==> src/rtl/router_pkt_engine.sv <==
// Byte-serial packet register engine: header decode, per-port FIFO writes, parity/length check.
// Optional payload length check is built when ROUTER_LEN_CHECK_EN is defined.
module router_pkt_engine #(
  parameter int DATA_W    = 8,
  parameter int NUM_PORTS = 3
) (
  input  logic                 clk,
  input  logic                 resetn,
  input  logic                 pkt_valid,
  input  logic [DATA_W-1:0]    data_in,
  output logic                 busy,
  input  logic [NUM_PORTS-1:0] fifo_full,
  output logic [NUM_PORTS-1:0] write_en,
  output logic [DATA_W-1:0]    dout,
  output logic                 low_pkt_valid,
  output logic                 parity_done,
  output logic                 err,
  output logic                 len_err,
  output logic                 drop
);

  localparam int ADDR_W = $clog2(NUM_PORTS);
  localparam int LEN_W  = DATA_W - ADDR_W;
  localparam logic [ADDR_W:0] NP_W = (ADDR_W+1)'(NUM_PORTS);

  typedef enum logic [2:0] {
    S_IDLE,
    S_HDR_WAIT,
    S_LOAD,
    S_HOLD,
    S_CHECK,
    S_DROP
  } state_t;

  state_t                 state_q, state_d;
  logic                   busy_q, busy_d;
  logic [NUM_PORTS-1:0]   we_q, we_d;
  logic [DATA_W-1:0]      dout_q, dout_d;
  logic                   lpv_q, lpv_d;
  logic                   pdone_q, pdone_d;
  logic                   err_q, err_d;
  logic                   drop_q, drop_d;
  logic [ADDR_W-1:0]      dest_q, dest_d;
  logic [DATA_W-1:0]      park_q, park_d;
  logic                   last_q, last_d;
  logic [DATA_W-1:0]      ipar_q, ipar_d;
  logic [DATA_W-1:0]      ppar_q, ppar_d;

  logic [ADDR_W-1:0]      hdr_dest;
  logic [NUM_PORTS-1:0]   hdr_oh;
  logic [NUM_PORTS-1:0]   tgt_oh;
  logic                   hdr_bad;
  logic                   hdr_full;
  logic                   tgt_full;

`ifdef ROUTER_LEN_CHECK_EN
  logic [LEN_W-1:0]       len_q, len_d;
  logic [LEN_W-1:0]       cnt_q, cnt_d;
  logic                   len_err_q, len_err_d;
`endif

  assign hdr_dest = data_in[ADDR_W-1:0];
  assign hdr_oh   = NUM_PORTS'(1) << hdr_dest;
  assign tgt_oh   = NUM_PORTS'(1) << dest_q;
  assign hdr_bad  = {1'b0, hdr_dest} >= NP_W;
  assign hdr_full = |(fifo_full & hdr_oh);
  assign tgt_full = |(fifo_full & tgt_oh);

  always_comb begin
    state_d = state_q;
    we_d    = '0;
    dout_d  = dout_q;
    lpv_d   = lpv_q;
    pdone_d = 1'b0;
    err_d   = err_q;
    drop_d  = 1'b0;
    dest_d  = dest_q;
    park_d  = park_q;
    last_d  = last_q;
    ipar_d  = ipar_q;
    ppar_d  = ppar_q;
`ifdef ROUTER_LEN_CHECK_EN
    len_d     = len_q;
    cnt_d     = cnt_q;
    len_err_d = len_err_q;
`endif
    unique case (state_q)
      S_IDLE: begin
        if (pkt_valid) begin
          dest_d = hdr_dest;
          err_d  = 1'b0;
          lpv_d  = 1'b0;
          ipar_d = data_in;
          last_d = 1'b0;
`ifdef ROUTER_LEN_CHECK_EN
          len_d     = data_in[DATA_W-1:ADDR_W];
          cnt_d     = '0;
          len_err_d = 1'b0;
`endif
          if (hdr_bad) begin
            state_d = S_DROP;
          end else if (hdr_full) begin
            park_d  = data_in;
            state_d = S_HDR_WAIT;
          end else begin
            we_d    = hdr_oh;
            dout_d  = data_in;
            state_d = S_LOAD;
          end
        end
      end
      S_HDR_WAIT, S_HOLD: begin
        if (!tgt_full) begin
          we_d    = tgt_oh;
          dout_d  = park_q;
          state_d = last_q ? S_CHECK : S_LOAD;
        end
      end
      S_LOAD: begin
        if (pkt_valid) begin
          ipar_d = ipar_q ^ data_in;
          last_d = 1'b0;
`ifdef ROUTER_LEN_CHECK_EN
          cnt_d  = cnt_q + 1'b1;
`endif
        end else begin
          ppar_d = data_in;
          lpv_d  = 1'b1;
          last_d = 1'b1;
        end
        // A full target parks the word; HOLD replays it once space frees up.
        if (tgt_full) begin
          park_d  = data_in;
          state_d = S_HOLD;
        end else begin
          we_d    = tgt_oh;
          dout_d  = data_in;
          state_d = pkt_valid ? S_LOAD : S_CHECK;
        end
      end
      S_CHECK: begin
        pdone_d = 1'b1;
        err_d   = (ppar_q != ipar_q);
`ifdef ROUTER_LEN_CHECK_EN
        len_err_d = (cnt_q != len_q);
`endif
        state_d = S_IDLE;
      end
      S_DROP: begin
        if (!pkt_valid) begin
          drop_d  = 1'b1;
          state_d = S_IDLE;
        end
      end
      default: state_d = S_IDLE;
    endcase
    busy_d = (state_d == S_HDR_WAIT) ||
             (state_d == S_HOLD) ||
             (state_d == S_CHECK);
  end

  always_ff @(posedge clk) begin
    if (!resetn) begin
      state_q <= S_IDLE;
      busy_q  <= 1'b0;
      we_q    <= '0;
      dout_q  <= '0;
      lpv_q   <= 1'b0;
      pdone_q <= 1'b0;
      err_q   <= 1'b0;
      drop_q  <= 1'b0;
      dest_q  <= '0;
      park_q  <= '0;
      last_q  <= 1'b0;
      ipar_q  <= '0;
      ppar_q  <= '0;
    end else begin
      state_q <= state_d;
      busy_q  <= busy_d;
      we_q    <= we_d;
      dout_q  <= dout_d;
      lpv_q   <= lpv_d;
      pdone_q <= pdone_d;
      err_q   <= err_d;
      drop_q  <= drop_d;
      dest_q  <= dest_d;
      park_q  <= park_d;
      last_q  <= last_d;
      ipar_q  <= ipar_d;
      ppar_q  <= ppar_d;
    end
  end

`ifdef ROUTER_LEN_CHECK_EN
  always_ff @(posedge clk) begin
    if (!resetn) begin
      len_q     <= '0;
      cnt_q     <= '0;
      len_err_q <= 1'b0;
    end else begin
      len_q     <= len_d;
      cnt_q     <= cnt_d;
      len_err_q <= len_err_d;
    end
  end
  assign len_err = len_err_q;
`else
  assign len_err = 1'b0;
`endif

  assign busy          = busy_q;
  assign write_en      = we_q;
  assign dout          = dout_q;
  assign low_pkt_valid = lpv_q;
  assign parity_done   = pdone_q;
  assign err           = err_q;
  assign drop          = drop_q;

endmodule
==> config.mk <==
export PLATFORM = sky130hd
export DESIGN_NAME = router_pkt_engine
export DESIGN_NICKNAME = d
export VERILOG_FILES = /design/src/rtl/router_pkt_engine.sv
export SDC_FILE = /design/constraint.sdc
export NUM_CORES = 1
export LEC_CHECK = 0
export BUFFER_PORTS_ARGS = -buffer_cell sky130_fd_sc_hd__buf_2
export CORE_MARGIN = 2
export CORE_UTILIZATION = 50
export CTS_CLUSTER_SIZE = 14
export DETAILED_ROUTE_END_ITERATION = 6
export PLACE_DENSITY = 0.7
export RECOVER_POWER = 50
export SETUP_SLACK_MARGIN = 0.1
export SLEW_MARGIN = 10
export SYNTH_ARGS = -nofsm -noshare
export SYNTH_HDL_FRONTEND = slang
export SYNTH_SLANG_ARGS = --single-unit
export TNS_END_PERCENT = 100
==> constraint.sdc <==
create_clock -name clk -period 3.6 [get_ports clk]
set_clock_uncertainty 0.15 [all_clocks]
set_input_delay 1.08 -clock clk [delete_from_list [all_inputs] [get_ports clk]]
set_output_delay 1.08 -clock clk [all_outputs]
set_load 0.02 [all_outputs]
==> results.py <==
metrics = {
    "critical_path": {
        "slowest_stage": "or4b_1",
        "cp_top_family": "simple AND/OR/NAND/NOR gates",
        "crit_fanout": 8,
        "crit_arrival_ns": 2.78,
        "cpPeakStageDelay_ns": 0.63,
        "r2r-start": "state_q[1]",
        "startpoint": "pkt_valid",
        "required_ns": 3.62,
        "critPathBufInv": 1,
        "path_class": "input port to flip-flop",
        "path_cells": "clkbuf_1, or4b_1, a21oi_1, a22oi_2, mux2i_1",
        "worst_setup_path_start_kind": "input port",
        "cp-end-kind": "flip-flop",
    },
    "clock_tree": {
        "post-cts-setup-buffer-count": 0,
        "clock-root-buffer": "clkbuf_8",
        "hold_buffers": 0,
        "cts_buffers": 5,
        "clk_pin_slew_worst_paths_ns": 0.09,
        "cts_resized": 0,
        "cts.sinks": 46,
        "insertion_delay_ns": 0.30,
        "cts_buffer_depth": 2,
        "htreeDepth": 2,
        "cts_tree": "built",
    },
    "die": {
        "io_pins": 31,
        "core_area_um2": 4720,
        "die-height_um": 73.8,
        "fp.dieW_um": 73.8,
        "dieArea_um2": 5450,
        "initial_core_util_pct": 51.6,
        "rows": 25,
    },
    "logic_synthesis": {
        "ys_top_cells_by_area": "dfxtp_1 (38%), mux2i_1 (11%), nand2_1 (10%)",
        "syn-instance-count": 279,
        "synthTopCellsByCount": "nand2_1 (68), dfxtp_1 (46), mux2i_1 (26)",
        "yosysTopAreaCell": "dfxtp_1",
        "synth_edf_count": 0,
        "synth_top_family_by_area": "simple AND/OR/NAND/NOR gates",
        "yosys_warnings": 0,
        "synth-compound-area-share_pct": 16.1,
        "synth.top_cell.area_share_pct": 37.8,
        "ys_seq_area_share_pct": 37.8,
        "synth_cell_types": 47,
        "ys.flop_type": "dfxtp_1",
        "syn_avg_cell_area_um2": 8.74,
        "ys_async_sr_fraction_pct": 0,
        "ys_ff_latch": 46,
        "synthAdderAreaFrac_pct": 0,
        "synth_nets": 293,
        "synth-simple-area-share_pct": 22.6,
        "synth-xor-area-share_pct": 2.87,
        "muxShareOfSynthArea_pct": 15.3,
        "synth_area_um2": 2440,
        "yosys.cell_count.top_type": "nand2_1",
    },
    "routing": {
        "routed-wl-met3_um": 161,
        "routed_wl_um": 4920,
        "vias": 1926,
        "wl_per_cell_um": 13.6,
        "route.detailed.drc": 0,
        "wl_met2_um": 2310,
        "ant_nets": 0,
        "dr.max_layer_used": "met4",
        "wl_met1_um": 2390,
        "vias_per_cell": 5.31,
        "first_pass_iters": 4,
        "drt_iter0_drc": 100,
    },
    "outcome": {
        "status": "finished, final reports clean",
    },
    "hold_path": {
        "holdCritPathClass": "flip-flop to flip-flop",
        "hold_start": "park_q[5]",
    },
    "sta": {
        "max_freq_ghz": 0.362,
        "setup_tns_ns": 0,
        "grt_setup_unrepaired": "no",
        "worst_pin_slew_ns": 0.796,
        "finalCritPeriodShare_pct": 76.7,
        "final-hold-violation-count": 0,
        "slew_viol_final": 0,
        "setup_viol": 0,
        "relSlewSlack_pct": 46.8,
        "fin_crit_ns": 2.76,
    },
    "power": {
        "total_power_uw": 1310,
        "p_leak_uw": 0.00106,
        "irDropWorstVdd_uv": 254,
        "power_density_nw_per_um2": 496,
    },
    "cells_and_area": {
        "antennaDiodeCount": 0,
        "drive_above_1_share_pct": 12.5,
        "final_cells": 363,
        "final_nets": 309,
        "fillers": 460,
        "syn_to_final_growth_pct": 8.26,
    },
    "grt": {
        "antenna_found_initial": 0,
        "grt_pass1_wl_um": 8110,
        "grt_use_total_pct": 19.3,
        "first_global_vias": 1709,
        "grt_max_degree": 53,
        "grt_overflow": 0,
    },
    "placed_design": {
        "dp.cells": 355,
        "gp_congestion": 0.802,
        "hpwl_um": 3310,
        "port_buffers": 29,
    },
    "flow_run": {
        "cap_violations": 0,
    },
}
[tightest hold or removal path, cell delays in order (launching register included)]
cell     delay (ns)
dfxtp_1        0.32
nand2_1        0.05
mux2i_1        0.05
[through the flow]
stage | cell area, um^2 | setup WS [ns] | hold slack (ns) | util, %
4_1_cts | 2680 | 1.06 | 0.311 | 56.7
5_1_grt | 2640 | 0.707 | 0.322 | 55.9
6_report | 2640 | 0.840 | 0.311 | 55.9
2_1_floorplan | 2440 | 1.15 | 0.285 | -
3_5_place_dp | 2570 | 0.726 | 0.297 | 54.4
3_3_place_gp | 2570 | 0.803 | 0.290 | 54.4
[cells by family after synthesis]
family,Yosys count
xor gates and xnor gates,8
buffers and inverters,25
other,1
muxes,36
DFF,46
AOI/OAI and AO/OA,52
and+or+nand+nor,111
[power breakdown]
group / total [uW] / switching [uW] / internal [uW] / leakage (uW)
sequential: 614 / 54.1 / 560 / 0.000375
clock: 383 / 179 / 204 / 0.0000579
combinational: 311 / 173 / 138 / 0.000627
total: 1310 / 405 / 903 / 0.00106
[metal layers]
| metal | vias up | global-route usage, % |
|---|---|---|
| met1 | 904 | 25.3 |
| met3 | 5 | 4.12 |
| met5 | - | 0 |
| met4 | 0 | 5.45 |
| li1 | 982 | - |
| met2 | 35 | 31.8 |
[worst paths after layout]
check	to	slack (ns)	depth (start not counted)
hold reg to reg	park_q[5]	0.31	2
hold / removal	park_q[5]	0.31	2
setup / recovery	park_q[2]	0.84	5
setup reg to reg	park_q[2]	1.16	4
[registers in the layout, indices dropped and copies added (netlist names)]
signal	flops
err	1
state_q	3
low_pkt_valid	1
dest_q	2
dout	8
ppar_q	8
parity_done	1
drop	1
ipar_q	8
busy	1
last_q	1
park_q	8
write_en	3
[cells in the final DEF, fill, tap and decap left out, types with 6 or more instances in the layout]
cell type	n
nand2_1	68
mux2i_1	26
o21ai_0	10
buf_2	11
clkbuf_1	19
xor2_1	6
a21boi_0	20
nor2b_1	11
mux2_2	10
nand2b_1	9
dfxtp_1	46
[final cells by class]
| class | instances | area, um^2 | area share, % |
|---|---|---|---|
| inverters | 2 | 7.51 | 0.284 |
| multi-input cells | 208 | 1380 | 52.2 |
| well taps | 67 | 83.8 | 3.18 |
| repair buffers | 32 | 141 | 5.36 |
| flip-flops and latches | 46 | 921 | 34.9 |
| clock buffers | 5 | 68.8 | 2.61 |
| clock inverters | 3 | 40.0 | 1.52 |
Power figures use the tool's default switching activity.
